**config.mk**
```make
export PLATFORM = sky130hd
export DESIGN_NAME = pipe_trace_monitor_flat
export DESIGN_NICKNAME = d
export VERILOG_FILES = /design/src/rtl/pipe_trace_pkg.sv /design/src/rtl/pipe_trace_monitor_if.sv /design/src/rtl/trace_fifo.sv /design/src/rtl/pipe_trace_monitor.sv /design/src/flat_wrapper.sv
export SDC_FILE = /design/constraint.sdc
export NUM_CORES = 1
export LEC_CHECK = 0
export CORE_AREA = 8 8 287 566
export CTS_BUF_LIST = sky130_fd_sc_hd__clkbuf_8
export DETAILED_ROUTE_END_ITERATION = 6
export DIE_AREA = 0 0 295 574
export GPL_TIMING_DRIVEN = 0
export PLACE_DENSITY = 0.43
export SYNTH_ARGS = -nofsm -noshare
export SYNTH_HDL_FRONTEND = slang
export SYNTH_SLANG_ARGS = --single-unit
```
**constraint.sdc**
```tcl
create_clock -name clock -period 5.7 [get_ports clock]
set_input_delay 0.57 -clock clock [delete_from_list [all_inputs] [get_ports clock]]
set_output_delay 0.57 -clock clock [all_outputs]
set_load 0.01 [all_outputs]
```
**src/rtl/pipe_trace_pkg.sv**
```systemverilog
// Shared trace record definitions for the pipeline trace monitor.
// Records are packed {kind, addr, data}, with kind in the top bits.
package pipe_trace_pkg;

  typedef enum logic [1:0] {
    KIND_NONE  = 2'd0,
    KIND_STORE = 2'd1,
    KIND_LOAD  = 2'd2,
    KIND_ALU   = 2'd3
  } trace_kind_e;

  localparam int unsigned KIND_W = 2;

  function automatic int unsigned rec_width(input int unsigned data_w);
    return KIND_W + 2 * data_w;
  endfunction

endpackage

```
**src/rtl/pipe_trace_monitor_if.sv**
```systemverilog
// Trace output stream: first-word-fall-through valid/ready handshake.
interface pipe_trace_monitor_if #(
  parameter int unsigned DATA_W = 32
);
  logic              out_valid;
  logic              out_ready;
  logic [1:0]        out_kind;
  logic [DATA_W-1:0] out_addr;
  logic [DATA_W-1:0] out_data;

  modport master (output out_valid, out_kind, out_addr, out_data, input out_ready);
  modport slave  (input out_valid, out_kind, out_addr, out_data, output out_ready);
endinterface

```
**src/rtl/trace_fifo.sv**
```systemverilog
// Synchronous FWFT FIFO; a push into a full FIFO is accepted only alongside a pop.
module trace_fifo #(
  parameter int unsigned WIDTH = 66,
  parameter int unsigned DEPTH = 16
) (
  input  logic                     clk,
  input  logic                     rst,
  input  logic                     push,
  input  logic                     pop,
  input  logic [WIDTH-1:0]         din,
  output logic [WIDTH-1:0]         dout,
  output logic                     full,
  output logic                     empty,
  output logic [$clog2(DEPTH):0]   level
);
  localparam int unsigned AW = $clog2(DEPTH);

  logic [WIDTH-1:0] mem [DEPTH];
  logic [AW-1:0]    wr_ptr;
  logic [AW-1:0]    rd_ptr;
  logic [AW:0]      count;
  logic             do_push;
  logic             do_pop;

  assign empty   = (count == '0);
  assign full    = (count == (AW+1)'(DEPTH));
  assign do_pop  = pop & ~empty;
  assign do_push = push & (~full | do_pop);
  assign dout    = mem[rd_ptr];
  assign level   = count;

  always_ff @(posedge clk) begin
    if (!rst && do_push) begin
      mem[wr_ptr] <= din;
    end
  end

  // Pointers are exactly AW bits wide, so wrap modulo DEPTH is implicit.
  always_ff @(posedge clk) begin
    if (rst) begin
      wr_ptr <= '0;
      rd_ptr <= '0;
      count  <= '0;
    end else begin
      if (do_push) wr_ptr <= wr_ptr + AW'(1);
      if (do_pop)  rd_ptr <= rd_ptr + AW'(1);
      case ({do_push, do_pop})
        2'b10:   count <= count + (AW+1)'(1);
        2'b01:   count <= count - (AW+1)'(1);
        default: count <= count;
      endcase
    end
  end
endmodule

```
**src/rtl/pipe_trace_monitor.sv**
```systemverilog
// Captures MEM-stage store/load/ALU events into a trace FIFO, counts cycles,
// and freezes capture once the fetch stage sits on one instruction (halt).
module pipe_trace_monitor
  import pipe_trace_pkg::*;
#(
  parameter int unsigned DATA_W      = 32,
  parameter int unsigned DEPTH       = 16,
  parameter int unsigned HALT_REPEAT = 4,
  parameter int unsigned CNT_W       = 32
) (
  input  logic                      clock,
  input  logic                      reset,
  input  logic                      enable,
  input  logic [DATA_W-1:0]         finst,
  input  logic [DATA_W-1:0]         mresult,
  input  logic [DATA_W-1:0]         mqb,
  input  logic [DATA_W-1:0]         mram_data,
  input  logic                      mwreg,
  input  logic                      mm2reg,
  input  logic                      mwmem,
  pipe_trace_monitor_if.master      trace,
  output logic [$clog2(DEPTH):0]    level,
  output logic                      overflow,
  output logic [CNT_W-1:0]          drop_count,
  output logic [CNT_W-1:0]          cycle_count,
  output logic                      halted
);
  localparam int unsigned REC_W = rec_width(DATA_W);
  localparam int unsigned RPT_W = $clog2(HALT_REPEAT) + 1;
  localparam logic [RPT_W-1:0] RPT_LIMIT = RPT_W'(HALT_REPEAT - 1);

  trace_kind_e       rec_kind;
  logic [DATA_W-1:0] rec_addr;
  logic [DATA_W-1:0] rec_data;
  logic [REC_W-1:0]  rec;
  logic [REC_W-1:0]  head;
  logic              capture;
  logic              push;
  logic              pop;
  logic              full;
  logic              empty;
  logic              drop;
  logic [DATA_W-1:0] prev_finst;
  logic [RPT_W-1:0]  repeat_cnt;

  assign capture = enable & ~halted;

  always_comb begin
    rec_kind = KIND_NONE;
    rec_addr = '0;
    rec_data = '0;
    if (mwmem) begin
      rec_kind = KIND_STORE;
      rec_addr = mresult;
      rec_data = mqb;
    end else if (mwreg && mm2reg) begin
      rec_kind = KIND_LOAD;
      rec_addr = mresult;
      rec_data = mram_data;
    end else if (mwreg) begin
      rec_kind = KIND_ALU;
      rec_data = mresult;
    end
  end

  assign rec  = {rec_kind, rec_addr, rec_data};
  assign push = capture & (rec_kind != KIND_NONE);
  // out_valid comes from the registered count, so out_ready never reaches it combinationally.
  assign pop  = trace.out_valid & trace.out_ready;
  assign drop = push & full & ~pop;

  trace_fifo #(
    .WIDTH (REC_W),
    .DEPTH (DEPTH)
  ) u_fifo (
    .clk   (clock),
    .rst   (reset),
    .push  (push),
    .pop   (pop),
    .din   (rec),
    .dout  (head),
    .full  (full),
    .empty (empty),
    .level (level)
  );

  assign trace.out_valid = ~empty;
  assign trace.out_kind  = empty ? KIND_NONE : head[REC_W-1 -: KIND_W];
  assign trace.out_addr  = head[2*DATA_W-1 -: DATA_W];
  assign trace.out_data  = head[DATA_W-1:0];

  always_ff @(posedge clock) begin
    if (reset) begin
      overflow    <= 1'b0;
      drop_count  <= '0;
      cycle_count <= '0;
      halted      <= 1'b0;
      prev_finst  <= '0;
      repeat_cnt  <= '0;
    end else begin
      if (capture && cycle_count != '1) begin
        cycle_count <= cycle_count + CNT_W'(1);
      end
      if (drop) begin
        overflow <= 1'b1;
        if (drop_count != '1) drop_count <= drop_count + CNT_W'(1);
      end
      // Repeat count saturates at the limit; halted latches the cycle it is reached.
      if (enable) begin
        prev_finst <= finst;
        if (finst == prev_finst) begin
          if (repeat_cnt != RPT_LIMIT) repeat_cnt <= repeat_cnt + RPT_W'(1);
          if (repeat_cnt + RPT_W'(1) == RPT_LIMIT) halted <= 1'b1;
        end else begin
          repeat_cnt <= '0;
        end
      end else begin
        repeat_cnt <= '0;
      end
    end
  end
endmodule
```
**src/flat_wrapper.sv**
```systemverilog
// flat-port wrapper written by rule: the top's interface ports become plain ports
module pipe_trace_monitor_flat import pipe_trace_pkg::*;
#(
  parameter int unsigned DATA_W      = 32,
  parameter int unsigned DEPTH       = 16,
  parameter int unsigned HALT_REPEAT = 4,
  parameter int unsigned CNT_W       = 32
)
  (clock, reset, enable, finst, mresult, mqb, mram_data, mwreg, mm2reg, mwmem, level, overflow, drop_count, cycle_count, halted, trace_out_valid, trace_out_kind, trace_out_addr, trace_out_data, trace_out_ready);
  pipe_trace_monitor_if #(.DATA_W(DATA_W)) trace_i ();
  input  logic clock;
  input  logic reset;
  input  logic enable;
  input  logic [DATA_W-1:0] finst;
  input  logic [DATA_W-1:0] mresult;
  input  logic [DATA_W-1:0] mqb;
  input  logic [DATA_W-1:0] mram_data;
  input  logic mwreg;
  input  logic mm2reg;
  input  logic mwmem;
  output logic [$clog2(DEPTH):0] level;
  output logic overflow;
  output logic [CNT_W-1:0] drop_count;
  output logic [CNT_W-1:0] cycle_count;
  output logic halted;
  output wire logic [$bits(trace_i.out_valid)-1:0] trace_out_valid;
  output wire logic [$bits(trace_i.out_kind)-1:0] trace_out_kind;
  output wire logic [$bits(trace_i.out_addr)-1:0] trace_out_addr;
  output wire logic [$bits(trace_i.out_data)-1:0] trace_out_data;
  input wire logic [$bits(trace_i.out_ready)-1:0] trace_out_ready;
  assign trace_out_valid = trace_i.out_valid;
  assign trace_out_kind = trace_i.out_kind;
  assign trace_out_addr = trace_i.out_addr;
  assign trace_out_data = trace_i.out_data;
  assign trace_i.out_ready = trace_out_ready;
  pipe_trace_monitor #(.DATA_W(DATA_W), .DEPTH(DEPTH), .HALT_REPEAT(HALT_REPEAT), .CNT_W(CNT_W)) u_core (.clock(clock), .reset(reset), .enable(enable), .finst(finst), .mresult(mresult), .mqb(mqb), .mram_data(mram_data), .mwreg(mwreg), .mm2reg(mm2reg), .mwmem(mwmem), .trace(trace_i), .level(level), .overflow(overflow), .drop_count(drop_count), .cycle_count(cycle_count), .halted(halted));
endmodule
```
# [Yosys cells after proc, flatten, opt, wreduce, memory -nomap -nowiden]
# Memories as Yosys holds them, arrays and structs flattened. A register that Yosys moved wholly into a read port is not among the register bits.
# Index checks and enable logic that the tools add are counted.
# W data, S select, Z words.
[classes] addsub=7 eq_ne=8 n_mux=14 n_bitwise=14 reduce_logical=10
[op_table] operator="$mux W32" count=5
[op_table] operator="$add A32 B1 Y32 const B" count=2
[op_table] operator="$ne A32 B32 Y1 const B" count=2
[op_table] operator="$eq A32 B32 Y1" count=1
[op_table] operator="$pmux W5 S2" count=1
[op_table] operator="$add A4 B1 Y4 const B" count=2
[op_table] operator="$mux W2" count=4
[op_table] operator="$mux W4" count=2
[op_table] operator="$and A1 B1 Y1" count=7
[op_table] operator="$not A1 Y1" count=6
[op_table] operator="$add A5 B1 Y5 const B" count=1
[op_table] operator="$eq A5 B5 Y1 const B" count=1
[op_table] operator="$logic_not A5 Y1" count=1
[op_table] operator="$sub A5 B1 Y5 const B" count=1
[op_table] operator="$reduce_bool A2 Y1" count=2
[op_table] operator="$add A3 B1 Y3 const B" count=1
[op_table] operator="$eq A3 B2 Y1 const B" count=1
[op_table] operator="$logic_and A1 B1 Y1" count=3
[op_table] operator="$ne A3 B2 Y1 const B" count=1
[op_table] operator="$reduce_and A3 Y1" count=1
[op_table] operator="$reduce_or A3 Y1" count=1
[op_table] operator="$eq A2 B1 Y1 const B" count=1
[op_table] operator="$eq A2 B2 Y1 const B" count=1
[op_table] operator="$mux W1" count=2
[op_table] operator="other kinds (3)" count=3
[totals] ff_bits=114 mem_bits_rw=1056 input_bits=135 output_inout_bits=138 wordCells=63 mem_count=1
[memory_table] name="u_core.u_fifo.mem" depth=16 width=66 read_ports=1 rd_ports_with_merged_regs=1 wr=1 line="trace_fifo.sv:18" source="logic [WIDTH-1:0] mem [DEPTH];"

# [Logic depth before layout (Yosys ltp)]
[depth] word_depth=9 depth_mapped=11 ltp_nobuf=9

# [By module]
# A second synthesis with hierarchy kept.
[unflattened] hier_cells=2450 hier_area_um2=46186.8
[modules_own_cells] mod="trace_fifo" instances=1 cells_per_inst=1736 area_per_inst_um2=40366.2 seq_area_each_um2=32050.7
[modules_own_cells] mod="pipe_trace_monitor" instances=1 cells_per_inst=714 area_per_inst_um2=5820.6 seq_area_each_um2=2021.9

# [Worst setup path before layout]
# No wires, ideal clock.
[synth_path] kind="input -> register" from="input mwmem" to="memory u_core.u_fifo.mem[0][0] (enable)" setup_ns=0.490 arrival_ns=4.265 required_time_ns=5.210 slack_ns=0.945 path_stages=5 n_path_buf=2 path_cell_list="clkbuf_1 o221a_2 clkbuf_1 nand2_1 nor2_1"
[synth_between] elab_chain_len=7
[synth_lines] item="start: declaration" line="flat_wrapper.sv:20" source="input logic mwmem;"
[synth_lines] item="$mux W2" line="pipe_trace_monitor.sv:52" source="if (mwmem) begin"
[synth_lines] item="$reduce_bool A2 Y1" line="pipe_trace_monitor.sv:67" source="assign push = capture & (rec_kind != KIND_NONE);"
[synth_lines] item="$and A1 B1 Y1" line="pipe_trace_monitor.sv:67"
[synth_lines] item="$and A1 B1 Y1" line="trace_fifo.sv:28" source="assign do_push = push & (~full | do_pop);"
[synth_lines] item="$logic_and A1 B1 Y1" line="trace_fifo.sv:33" source="if (!rst && do_push) begin"
[synth_lines] item="$mux W1" line="trace_fifo.sv:33"
[synth_lines] item="$mux W1 (not written as such)" line="trace_fifo.sv:34" source="mem[wr_ptr] <= din;"
[synth_lines] item="end: declaration" line="trace_fifo.sv:18"
# No other way between the ends.

==> impl_metrics.yaml <==
outcome:
  status: "completed"
power:
  pwr-share-clk: 0.334
  p_comb_frac: 0.181
  power_switching_w: 0.00523
  power_frac_seq: 0.485
  p_per_area_nw_per_um2: 352
  power.internal_w: 0.0145
  netSwitchingFraction: 0.265
  ir_drop_uv: 217
  leakagePower_nw: 17.4
logic_synthesis:
  yosysMostFrequentCell: "edfxtp_1"
  avgSynthCellArea_um2: 20.2
  synthTopCellsByCount: "1056 x edfxtp_1, 330 x mux4_2, 118 x dfxtp_1"
  synth_seq_cells: 1174
  synth_edf_count: 1056
  synth.largest_area_cell: "edfxtp_1"
  yosys-top-cells-area: "edfxtp_1 69%, mux4_2 16%, dfxtp_1 5.1%"
  syn_area_um2: 46200
  syn_nets: 2434
  synth_top_area_frac: 0.687
  ys_seq_area_frac: 0.738
  ys.flop_type: "edfxtp_1"
  netlist_instances: 2287
  async_flop_share: 0
  synth.distinct_cells: 57
  ys_warn_count: 0
critical_path:
  cpLargestDelayFamily: "buffers and inverters"
  cp.required_ns: 5.13
  worst-setup-path-type: "register to output port"
  worstPathMaxFanout: 10
  crit_cells: 6
  critPathArrivalTime_ns: 4.76
  slowest_stage: "buf_1"
  r2r_slack_ns: 2.10
  ff2ff_path_depth: 9
  crit_buf_inv: 4
  cp-end-kind: "output port"
  startpoint_type: "register"
  cpPeakStageDelay_ns: 0.95
  worstPathCellList: "clkbuf_1 -> clkbuf_1 -> buf_1 -> mux4_2 -> mux4_2 -> clkdlybuf4s50_1"
timing:
  drv_slew: 0
  tightestPinTransition_ns: 1.34
  hold_viol: 0
  relSlewSlack: 0.106
  holdWs_ns: 0.236
  fmax_mhz: 188
  finClkSkew_ns: 0.0840
  rsz0062_at_grt: "false"
  report.final.setup_viol: 0
  layout_worst_path_cycle_share: 0.935
  min_period_ns: 5.33
worst_hold_path:
  hp-class: "input port to register"
  hold_depth: 3
final_layout:
  areaGrowthSynthToFinish_pct: 21.7
  fillers: 14500
  fin_nets: 2961
  drive_gt1_frac: 0.229
  fin_cells: 5022
die:
  core_um2: 155000
  die_area_um2: 169000
  rows: 205
  die-width_um: 295
  ios: 273
  die_y_um: 574
  initial_core_util: 0.298
cts:
  htreeDepth: 4
  root_buffer: "clkbuf_8"
  cts_tree: "built"
  cts_sinks: 1174
  clk_path_buf_depth: 4
  cts_hold_buf: 0
  postCtsSetupBuffers: 0
  cts_inserted_buffers: 183
  path_clk_slew_ns: 0.06
  clk_latency_ns: 0.87
drt:
  first_iter_violations: 1917
  wirelength_um: 139000
  viasPerCell: 4.92
  wl_per_cell_um: 27.7
  vias: 24700
  first_pass_iters: 5
  drc: 0
  drt.antenna.violating_nets: 0
grt:
  grt_max_degree: 37
  grt_usage: 0.162
  grt_first_pass_wirelength_um: 198000
  gr-total-overflow: 0
  antenna_found_initial: 11
  grt_pass1_vias: 26500
place:
  dp.cells: 4698
  post-dp-hpwl_um: 89600
  globalplace.congestion: 0.796
  numPortBuffers: 269
run:
  maxCapViolCount: 0
## per-stage QoR
stage	cell area, um2	utilization	power [W]	setup slack [ns]	TNS (ns)
floorplan	46200	-	0.0118	0.945	0
global placement	51500	0.332	0.0134	-4.71	-3764.92
detailed placement	52900	0.341	0.0135	0.778	0
CTS	56200	0.362	0.0201	0.0560	0
global route	56200	0.362	0.0206	0.00220	0
finish	56200	0.362	0.0198	0.369	0
## repair_timing
item                       4_1_cts  5_1_grt
hold endpoints to repair         0        0
gates resized for setup          6        5
setup endpoints to repair       42        8
pin swaps                        0        0
## worst reg2reg max path: stages (launching register included)
cell and delay (ns):
dfxtp_1 0.48, or4_1 0.16, buf_2 0.18, o221a_2 0.30
clkbuf_1 0.37, nand2_1 0.30, nor2_4 0.71, buf_12 0.28
buf_12 0.24, buf_12 0.25
## routing by layer
metal,track usage,share of wire,vias up
met3,0.0332,0.058,236
met2,0.260,0.48,734
met1,0.221,0.44,13200
met4,0.0492,0.027,8
met5,0,0.00035,-
li1,-,-,10500
## state kept, by name, indices dropped and copies added (netlist names), named ones only
signal,flops
u_core.u_fifo.wr_ptr,4
u_core.prev_finst,32
u_core.drop_count,32
u_core.overflow,1
u_core.u_fifo.level,5
u_core.u_fifo.mem,1056
u_core.repeat_cnt,3
u_core.halted,1
u_core.u_fifo.rd_ptr,4
u_core.cycle_count,32
## power by group through the flow
| stage | Sequential (W) | Clock, W | Combinational, W |
|---|---|---|---|
| final | 0.00959 | 0.00659 | 0.00358 |
| after global routing | 0.00959 | 0.00715 | 0.00385 |
| after CTS | 0.00959 | 0.00686 | 0.00370 |
| after detailed placement | 0.00977 | 0 | 0.00369 |
| after global placement | 0.00979 | 0 | 0.00361 |
| after floorplan | 0.00976 | 0 | 0.00209 |
## cells in the final DEF, fill, tap and decap left out, types with 13 or more instances in the layout
cell and instances:
mux2i_1 68, nand2_1 60, edfxtp_1 1056, clkbuf_1 84, o21ai_1 25, o31ai_1 16, clkinv_2 16, xor2_1 15
buf_6 16, xnor2_1 37, dfxtp_1 118, clkdlybuf4s50_1 269, mux4_2 330, nand4_1 21, or4_1 13, o21ai_0 31
nor2_1 83, buf_1 20, clkinv_1 49, nor2b_1 44, or3_1 32, nand3_1 27, buf_12 35, inv_1 70
clkbuf_8 188, a21oi_1 48
## final timing paths
path,start,endpoint
worst max-delay path,register,trace_out_data[29]
worst min-delay path,enable,u_core.prev_finst[3]
worst max register to register,u_core.u_fifo.level[1],u_core.u_fifo.mem[14][47]
worst min register to register,u_core.overflow,u_core.overflow
## logic make-up after synthesis
kind of cell | count (synthesis) | share of synthesized area
simple gates | 357 | 0.0410
flops | 1174 | 0.738
mux | 405 | 0.177
xor+xnor | 52 | 0.00986
compound gates | 154 | 0.0196
buf+inv | 133 | 0.0111
fa+ha+maj | 12 | 0.00325
## final cells by class
type                       count  area (um2)  area share
sequential                  1174       34100       0.606
multi-input combinational    980       11700       0.209
timing repair buffer         342        4000      0.0711
tap                         2070        2590      0.0461
clock buffer                 188        2590      0.0461
clock inverter               131         669      0.0119
buffer                       118         467     0.00831
inverter                      15        56.3     0.00100
antenna                        4        10.0    0.000178
(Power assumes the default switching activity.)
